[src/rtl/hilo_unit_pkg.sv]
// Shared ALU control codes, HI/LO sequencer states and counter sizing helper.
package hilo_unit_pkg;

  localparam logic [3:0] CTRL_AND = 4'd0;
  localparam logic [3:0] CTRL_OR  = 4'd1;
  localparam logic [3:0] CTRL_ADD = 4'd2;
  localparam logic [3:0] CTRL_MUL = 4'd3;
  localparam logic [3:0] CTRL_DIV = 4'd4;
  localparam logic [3:0] CTRL_SUB = 4'd6;
  localparam logic [3:0] CTRL_SLT = 4'd7;

  typedef enum logic [1:0] {
    IDLE     = 2'd0,
    MUL_WAIT = 2'd1,
    DIV_WAIT = 2'd2
  } hilo_state_e;

  // Never returns 0 so a 1-cycle latency still gets a real register.
  function automatic int cnt_width(input int mul_lat, input int div_lat);
    int m;
    m = (mul_lat > div_lat) ? mul_lat : div_lat;
    return ($clog2(m) < 1) ? 1 : $clog2(m);
  endfunction

endpackage

[src/rtl/hilo_lat_counter.sv]
// Loadable down-counter with zero flag; load wins over decrement, 1-cycle update.
// No backpressure: caller decides when to load or decrement.
module hilo_lat_counter #(
  parameter int W = 5
) (
  input  logic         clk,
  input  logic         reset_n,
  input  logic         load,
  input  logic [W-1:0] load_val,
  input  logic         dec,
  output logic [W-1:0] count,
  output logic         zero
);

  logic [W-1:0] count_q;

  always_ff @(posedge clk or negedge reset_n) begin
    if (!reset_n) begin
      count_q <= '0;
    end else if (load) begin
      count_q <= load_val;
    end else if (dec && (count_q != '0)) begin
      count_q <= count_q - 1'b1;
    end
  end

  assign count = count_q;
  assign zero  = (count_q == '0);

endmodule

[src/rtl/hilo_unit.sv]
// HI/LO register unit: drives ALU Control for MUL_LAT/DIV_LAT cycles, then captures High/Low.
// Reads return one cycle after acceptance; any request while busy is refused via stall.
module hilo_unit
  import hilo_unit_pkg::*;
#(
  parameter int DATA_W  = 32,
  parameter int MUL_LAT = 4,
  parameter int DIV_LAT = 32
) (
  input  logic              clk,
  input  logic              reset_n,
  input  logic              op_valid,
  input  logic              op_is_div,
  input  logic [DATA_W-1:0] alu_high,
  input  logic [DATA_W-1:0] alu_low,
  output logic [3:0]        alu_ctrl,
  output logic              alu_ctrl_en,
  input  logic              mt_valid,
  input  logic              mt_sel,
  input  logic [DATA_W-1:0] mt_data,
  input  logic              mf_req,
  input  logic              mf_sel,
  output logic [DATA_W-1:0] mf_data,
  output logic              mf_valid,
  output logic              busy,
  output logic              stall,
  output logic [DATA_W-1:0] hi,
  output logic [DATA_W-1:0] lo
);

  localparam int CNT_W = cnt_width(MUL_LAT, DIV_LAT);

  hilo_state_e       state_q, state_d;
  logic              idle;
  logic              cnt_load, cnt_dec, cnt_zero;
  logic [CNT_W-1:0]  cnt_load_val;
  logic [CNT_W-1:0]  cnt_val;
  logic              capture;
  logic [DATA_W-1:0] hi_q, lo_q, mf_data_q;
  logic              mf_valid_q;

  assign idle         = (state_q == IDLE);
  assign cnt_load     = idle && op_valid;
  assign cnt_load_val = op_is_div ? CNT_W'(DIV_LAT - 1) : CNT_W'(MUL_LAT - 1);
  assign cnt_dec      = !idle && !cnt_zero;
  assign capture      = !idle && cnt_zero;

  hilo_lat_counter #(
    .W (CNT_W)
  ) u_lat_counter (
    .clk      (clk),
    .reset_n  (reset_n),
    .load     (cnt_load),
    .load_val (cnt_load_val),
    .dec      (cnt_dec),
    .count    (cnt_val),
    .zero     (cnt_zero)
  );

  always_ff @(posedge clk or negedge reset_n) begin
    if (!reset_n) begin
      state_q <= IDLE;
    end else begin
      state_q <= state_d;
    end
  end

  always_comb begin
    state_d     = state_q;
    alu_ctrl    = CTRL_AND;
    alu_ctrl_en = 1'b0;
    busy        = 1'b0;
    case (state_q)
      IDLE: begin
        if (op_valid) begin
          state_d = op_is_div ? DIV_WAIT : MUL_WAIT;
        end
      end
      MUL_WAIT: begin
        busy        = 1'b1;
        alu_ctrl_en = 1'b1;
        alu_ctrl    = CTRL_MUL;
        if (cnt_zero) state_d = IDLE;
      end
      DIV_WAIT: begin
        busy        = 1'b1;
        alu_ctrl_en = 1'b1;
        alu_ctrl    = CTRL_DIV;
        if (cnt_zero) state_d = IDLE;
      end
      default: begin
        state_d = IDLE;
      end
    endcase
  end

  assign stall = busy && (op_valid || mt_valid || mf_req);

  // Divide result arrives as {quotient, remainder}; MIPS keeps quotient in LO.
  always_ff @(posedge clk or negedge reset_n) begin
    if (!reset_n) begin
      hi_q <= '0;
      lo_q <= '0;
    end else if (capture) begin
      if (state_q == DIV_WAIT) begin
        hi_q <= alu_low;
        lo_q <= alu_high;
      end else begin
        hi_q <= alu_high;
        lo_q <= alu_low;
      end
    end else if (idle && mt_valid) begin
      if (mt_sel) hi_q <= mt_data;
      else        lo_q <= mt_data;
    end
  end

  // Samples the pre-edge register, so a same-cycle MT returns the old value.
  always_ff @(posedge clk or negedge reset_n) begin
    if (!reset_n) begin
      mf_data_q  <= '0;
      mf_valid_q <= 1'b0;
    end else begin
      mf_valid_q <= idle && mf_req;
      if (idle && mf_req) begin
        mf_data_q <= mf_sel ? hi_q : lo_q;
      end
    end
  end

  assign hi       = hi_q;
  assign lo       = lo_q;
  assign mf_data  = mf_data_q;
  assign mf_valid = mf_valid_q;

endmodule

[config.mk]
export PLATFORM = sky130hd
export DESIGN_NAME = hilo_unit
export DESIGN_NICKNAME = d
export VERILOG_FILES = /design/src/rtl/hilo_unit_pkg.sv /design/src/rtl/hilo_lat_counter.sv /design/src/rtl/hilo_unit.sv
export SDC_FILE = /design/constraint.sdc
export NUM_CORES = 1
export LEC_CHECK = 0
export ABC_AREA = 1
export CAP_MARGIN = 30
export CORE_ASPECT_RATIO = 0.5
export CORE_MARGIN = 1
export CORE_UTILIZATION = 45
export CTS_BUF_LIST = sky130_fd_sc_hd__clkbuf_8
export CTS_CLUSTER_SIZE = 20
export DETAILED_ROUTE_END_ITERATION = 8
export DONT_BUFFER_PORTS = 1
export SLEW_MARGIN = 20
export SYNTH_ARGS = -nofsm -noshare
export SYNTH_HDL_FRONTEND = slang
export SYNTH_SLANG_ARGS = --single-unit
[constraint.sdc]
create_clock -name clk -period 1.65 [get_ports clk]
set_input_delay 0.2475 -clock clk [delete_from_list [all_inputs] [get_ports clk]]
set_output_delay 0.2475 -clock clk [all_outputs]
set_load 0.01 [all_outputs]
Yosys cells after proc, flatten, opt, wreduce, memory -nomap -nowiden
Index checks and enable logic that the tools add are counted.
- equality and inequality tests: 5
- $add $sub $neg: 1
- muxes and demuxes: 18
- reduce and logical (&&, ||, !) cells: 21
- operators with widths (cell ; number):
    2-to-1 mux 32 bit ; 9
    2-to-1 mux 5 bit ; 3
    logical AND 1 bit ; 7
    2-to-1 mux 2 bit ; 3
    one-hot mux 3 bit (2 select lines) ; 1
    AND reduction 2 bit ; 3
    nonzero test 2 bit ; 3
    logical NOT 5 bit ; 1
    nonzero test 5 bit ; 1
    subtractor 5 x 1 -> 5 bit, second input constant ; 1
    inequality test 2 x 1 -> 1 bit, second input constant ; 2
    one-hot mux 2 bit (2 select lines) ; 1
    == test 2 x 1 -> 1 bit, second input constant ; 1
    == test 2 bit, second input constant ; 1
    logical NOT 1 bit ; 2
    logical NOT 2 bit ; 1
    logical OR 1 bit ; 2
    inequality test 2 bit, second input constant ; 1
    OR reduction 2 bit ; 1
    2-to-1 mux 1 bit ; 1
- bits of input ports: 104
- register bits after elaboration: 104
- output and inout bits: 104
- logic and storage cells: 51

Longest topological paths before layout
- depth after elaboration: 6
- depth in mapped cells: 9
- depth with buffers taken out: 8

Hierarchy
From an unflattened synthesis, not the netlist that was laid out.
- cells, all modules: 914
- area, all modules: 5984.5 µm²
- by module, submodules not included (module ; times used ; seq. area each (µm²) ; area an instance (µm²) ; cells each):
    hilo_unit ; 1 ; 2477.4 ; 5649.2 ; 868
    hilo_lat_counter ; 1 ; 125.1 ; 335.3 ; 46

Worst setup path after synthesis
Ideal clock, no wire load.
- path type: register to register
- from: register state_q[0]
- to: register lo_q[0] (netlist: lo[0])
- slack: 101 ps
- required time: 1525 ps
- cell stages (with the launch flop): 9
- arrival time: 1425 ps
- period minus slack after synthesis: 1549 ps
- library setup time: 125 ps
- path buffers: 3
- path through: dfrtp_1 > inv_1 > ha_1 > buf_2 > buf_2 > buf_2 > a21oi_1 > nand2_1 > nand3_1
- cells in the longest elaborated chain, start to end: 5
- elaborated cells on any way between the ends: 10
- classes of those cells: 2 x eq/ne; 2 x mux; 6 x reduce/logical
- RTL lines (item ; RTL line ; RTL):
    from (decl) ; hilo_unit.sv:33 ; hilo_state_e state_q, state_d;
    from (signal assigned) ; hilo_unit.sv:64 ; state_q <= state_d;
    logical NOT 2 bit ; hilo_unit.sv:42 ; assign idle = (state_q == IDLE);
    logical NOT 1 bit ; hilo_unit.sv:46 ; assign capture = !idle && cnt_zero;
    logical AND 1 bit ; hilo_unit.sv:46 ;
    inequality test 2 x 1 -> 1 bit (no source line) / nonzero test 2 bit (equally long branches) ; n/a ;
    AND reduction 2 bit (no source line) ; n/a ;
    to (signal assigned) ; hilo_unit.sv:107 ; lo_q <= alu_high;
    to (signal assigned) ; hilo_unit.sv:110 ; lo_q <= alu_low;
    to (signal assigned) ; hilo_unit.sv:114 ; else lo_q <= mt_data;
    to (decl) ; hilo_unit.sv:39 ; logic [DATA_W-1:0] hi_q, lo_q, mf_data_q;
Several ways; a longest one is shown, not always the timed one.
A chain may end at the register's enable or synchronous reset.

Worst setup path after layout
- from: register state_q[1]
- to: output port stall
- cells in the longest elaborated chain, start to end: 4
- elaborated cells on any way between the ends: 5
- classes of those cells: 2 x eq/ne; 1 x mux; 2 x reduce/logical
- RTL lines (item ; RTL line ; RTL):
    == test 2 bit / == test 2 x 1 -> 1 bit (equally long branches) ; n/a ;
    OR reduction 2 bit (no source line) * ; n/a ;
    2-to-1 mux 1 bit * ; n/a ;
    via alu_ctrl_en ; hilo_unit.sv:17 ; output logic alu_ctrl_en,
    logical AND 1 bit * ; hilo_unit.sv:97 ; assign stall = busy && (op_valid || mt_valid || mf_req);
    to (decl) ; hilo_unit.sv:26 ; output logic stall,
The timed path passes the listed nets; every way through them passes the cells marked *.

==> run_results.csv <==
group,metric,value,unit
status,status,"finished, violations left",
status,violations,"hold timing",
timing,fin_crit_sh,95.0,%
synthesis,yosys_most_used_dff,"dfrtp_1",
power_and_ir_drop,p_comb_share,34.1,%
power_and_ir_drop,leakage,2.90,nW
setup_path,arrival,1320,ps
setup_path,required,1400,ps
routing,first_pass_iters,5,
synthesis,ys_seq_area_share,46.0,%
grt,grt_overflow_total,0,
synthesis,yosys.cell_types.count,18,
grt,track_usage,25.9,%
grt,grt_pass1_vias,4897,
timing,skew,11.2,ps
clock_tree,cts_tree,"done",
routing,routed_via_density,5.69,
clock_tree,cts.sinks,104,
floorplan,rows,28,
clock_tree,clkLatencyLatePin,370,ps
clock_tree,h-tree-depth,3,
grt,grt_pass1_wl,26000,µm
synthesis,synthTopCellsByCount,"198 x nand3_1, 148 x nand2_1, 104 x dfrtp_1",
synthesis,synth_edf_count,0,
cells_and_area,fillCellCount,1185,
clock_tree,numCtsBuffers,9,
timing,rsz0062_at_grt,"false",
setup_path,crit_path_start,"state_q[1]$_DFFE_PN0P_",
setup_path,worstSetupPathType,"flop to output port",
synthesis,syn_inst,776,
power_and_ir_drop,seqPwrFrac,50.4,%
timing,drv_slew,0,
setup_path,rrSetupSlack,110,ps
placed_design,place_congestion,0.820,
routing,drc_errors,0,
floorplan,fp.dieArea,13100,µm²
floorplan,coreArea,12000,µm²
setup_path,cp_max_fo,4,
cells_and_area,layout.nets,868,
floorplan,die_x,161,µm
power_and_ir_drop,power_density,1720,nW/µm²
routing,wl_per_cell,18.4,µm
routing,drtIter0Drc,550,
synthesis,synth_most_common_cell,"nand3_1",
power_and_ir_drop,total_power,10.8,mW
placed_design,place_area,5920,µm²
timing,finalSetupViolCount,0,
clock_tree,clockBufferDepth,2,
synthesis,mappedNetlistArea,5660,µm²
power_and_ir_drop,power.share.switching,43.5,%
setup_path,reg2regPathDepth,9,
synthesis,syn_nets,884,
cells_and_area,antennaDiodeCount,0,
synthesis,yosysWarnings,0,
power_and_ir_drop,intPower,6.11,mW
cells_and_area,drive_gt1_share,7.84,%
synthesis,synthArstFlopShare,100,%
setup_path,r2r-start,"state_q[0]$_DFFE_PN0P_",
grt,antenna_found_initial,0,
synthesis,ys_ff_latch,104,
routing,vias,5289,
routing,ant_nets,0,
timing,fin_crit,1570,ps
timing,tns,0,ps
power_and_ir_drop,clockPowerShare,15.5,%
placed_design,place_hpwl,11100,µm
min_path,hold_class,"input port to asynchronous set/reset pin",
clock_tree,path_clk_slew,100,ps
setup_path,critPathCaptureType,"output port",
placed_design,dp.cells,906,
routing,totalWireLength,17200,µm
floorplan,die_h,81.3,µm
synthesis,synth.avg_cell_area,7.29,µm²
timing,fmax,638,MHz
timing,whs,-439,ps
clock_tree,cts-root-buf,"clkbuf_8",
job,drv_cap,0,
placed_design,port_buffers,0,
cells_and_area,design_area,6270,µm²
setup_path,reg2reg_to,"hi[23]$_DFFE_PN0P_",
cells_and_area,utilization,52.2,%
synthesis,synth_largest_area_cell,"dfrtp_1",
grt,grt_max_degree,105,
synthesis,synth_area_leaders,"dfrtp_1 46%, nand3_1 18%, nand2_1 9.8%",
floorplan,io_pins,208,
synthesis,yosysTopAreaCellShare,46.0,%
timing,hold_viol,104,
cells_and_area,fin_cells,930,
floorplan,start_util,47.1,%
cells_and_area,syn2layout_area_growth,10.7,%
power_and_ir_drop,p_sw,4.70,mW
power_and_ir_drop,peakVddDrop,0.000926,V
setup_path,cp-start-kind,"flop",
power groups by stage:
stage,clock [mW],sequential (mW),combinational [mW]
floorplan,0,5.13,2.68
global placement,0,5.49,3.40
detailed placement,0,5.51,3.51
CTS,1.73,5.46,3.61
global route,1.83,5.61,4.21
finish,1.67,5.44,3.69
registers in the layout (all words and copies together), names as in the netlist:
| signal | count |
|---|---|
| mf_data | 32 |
| mf_valid | 1 |
| lo | 32 |
| state_q | 2 |
| hi | 32 |
| u_lat_counter.count | 5 |
cells in the final DEF (no fill, tap or decap), drive strengths merged:
| cell type | Yosys | final |
|---|---|---|
| o211ai | 1 | 1 |
| ha | 4 | 4 |
| conb | 1 | 1 |
| nand4 | 1 | 1 |
| o21ai | 35 | 35 |
| nand3 | 198 | 198 |
| dlygate4sd3 | 0 | 2 |
| bufinv | 0 | 1 |
| buf | 37 | 31 |
| inv | 50 | 51 |
| or2 | 2 | 2 |
| dfrtp | 104 | 104 |
| a21oi | 98 | 98 |
| clkbuf | 25 | 13 |
| nor2 | 71 | 71 |
| nand2 | 148 | 148 |
| clkinvlp | 0 | 3 |
| o31a | 1 | 1 |
layout make-up:
| type | instances | area, µm² | share of cell area, % |
|---|---|---|---|
| Sequential cell | 104 | 2600 | 41.5 |
| Clock buffer | 11 | 151 | 2.42 |
| Multi-Input combinational cell | 560 | 2630 | 42.0 |
| Tap cell | 165 | 206 | 3.29 |
| Inverter | 50 | 190 | 3.03 |
| Timing Repair Buffer | 35 | 432 | 6.89 |
| Clock inverter | 5 | 56.3 | 0.898 |
critical path, stage by stage (launching register included):
cell	delay [ps]
dfrtp_1	360
inv_1	80
ha_4	320
o31a_1	190
layer usage:
| metal | track usage [%] | vias up | part of all wire (%) |
|---|---|---|---|
| met1 | 34.0 | 2522 | 44 |
| met5 | 0 | - | 0 |
| met4 | 5.81 | 0 | 0.75 |
| met3 | 7.20 | 14 | 9.0 |
| li1 | - | 2536 | - |
| met2 | 43.0 | 217 | 46 |
cells by family (layout without fill, tap and decap cells):
group	after synthesis	in the layout	synth area share, %
adders and majority gates	4	4	0.884
and+or+nand+nor	420	420	32.6
DFF	104	104	46.0
buffers and inverters	112	101	8.47
other	1	1	0.0662
AOI/OAI and AO/OA	135	135	12.0
timing repair:
action / 4_1_cts / 5_1_grt
setup endpoints to repair: 2 / 41
cloned: 0 / 2
hold buffers: 2 / 1
gates resized for setup: 2 / 5
pin swaps: 1 / 0
buffers inserted: 3 / 0
endpoints found under the hold margin: 135 / 105
worst max-delay path by stage:
stage                                    end  cells past startpoint
after detailed placement  hi[16]$_DFFE_PN0P_                      8
final                                  stall                      3
after global placement    hi[22]$_DFFE_PN0P_                      8
after floorplan            lo[0]$_DFFE_PN0P_                      8
after global routing      lo[12]$_DFFE_PN0P_                      9
after CTS                              stall                      3
metrics by stage:
| stage | hold WS, ps | setup WS [ps] |
|---|---|---|
| finish | -439 | 82.4 |
| floorplan | -48.1 | 101 |
| detailed placement | -46.5 | 35.0 |
| global placement | -46.1 | 78.3 |
| CTS | -464 | 57.5 |
| global route | -477 | 6.22 |
Note: power is estimated with default switching activity, not from simulation.
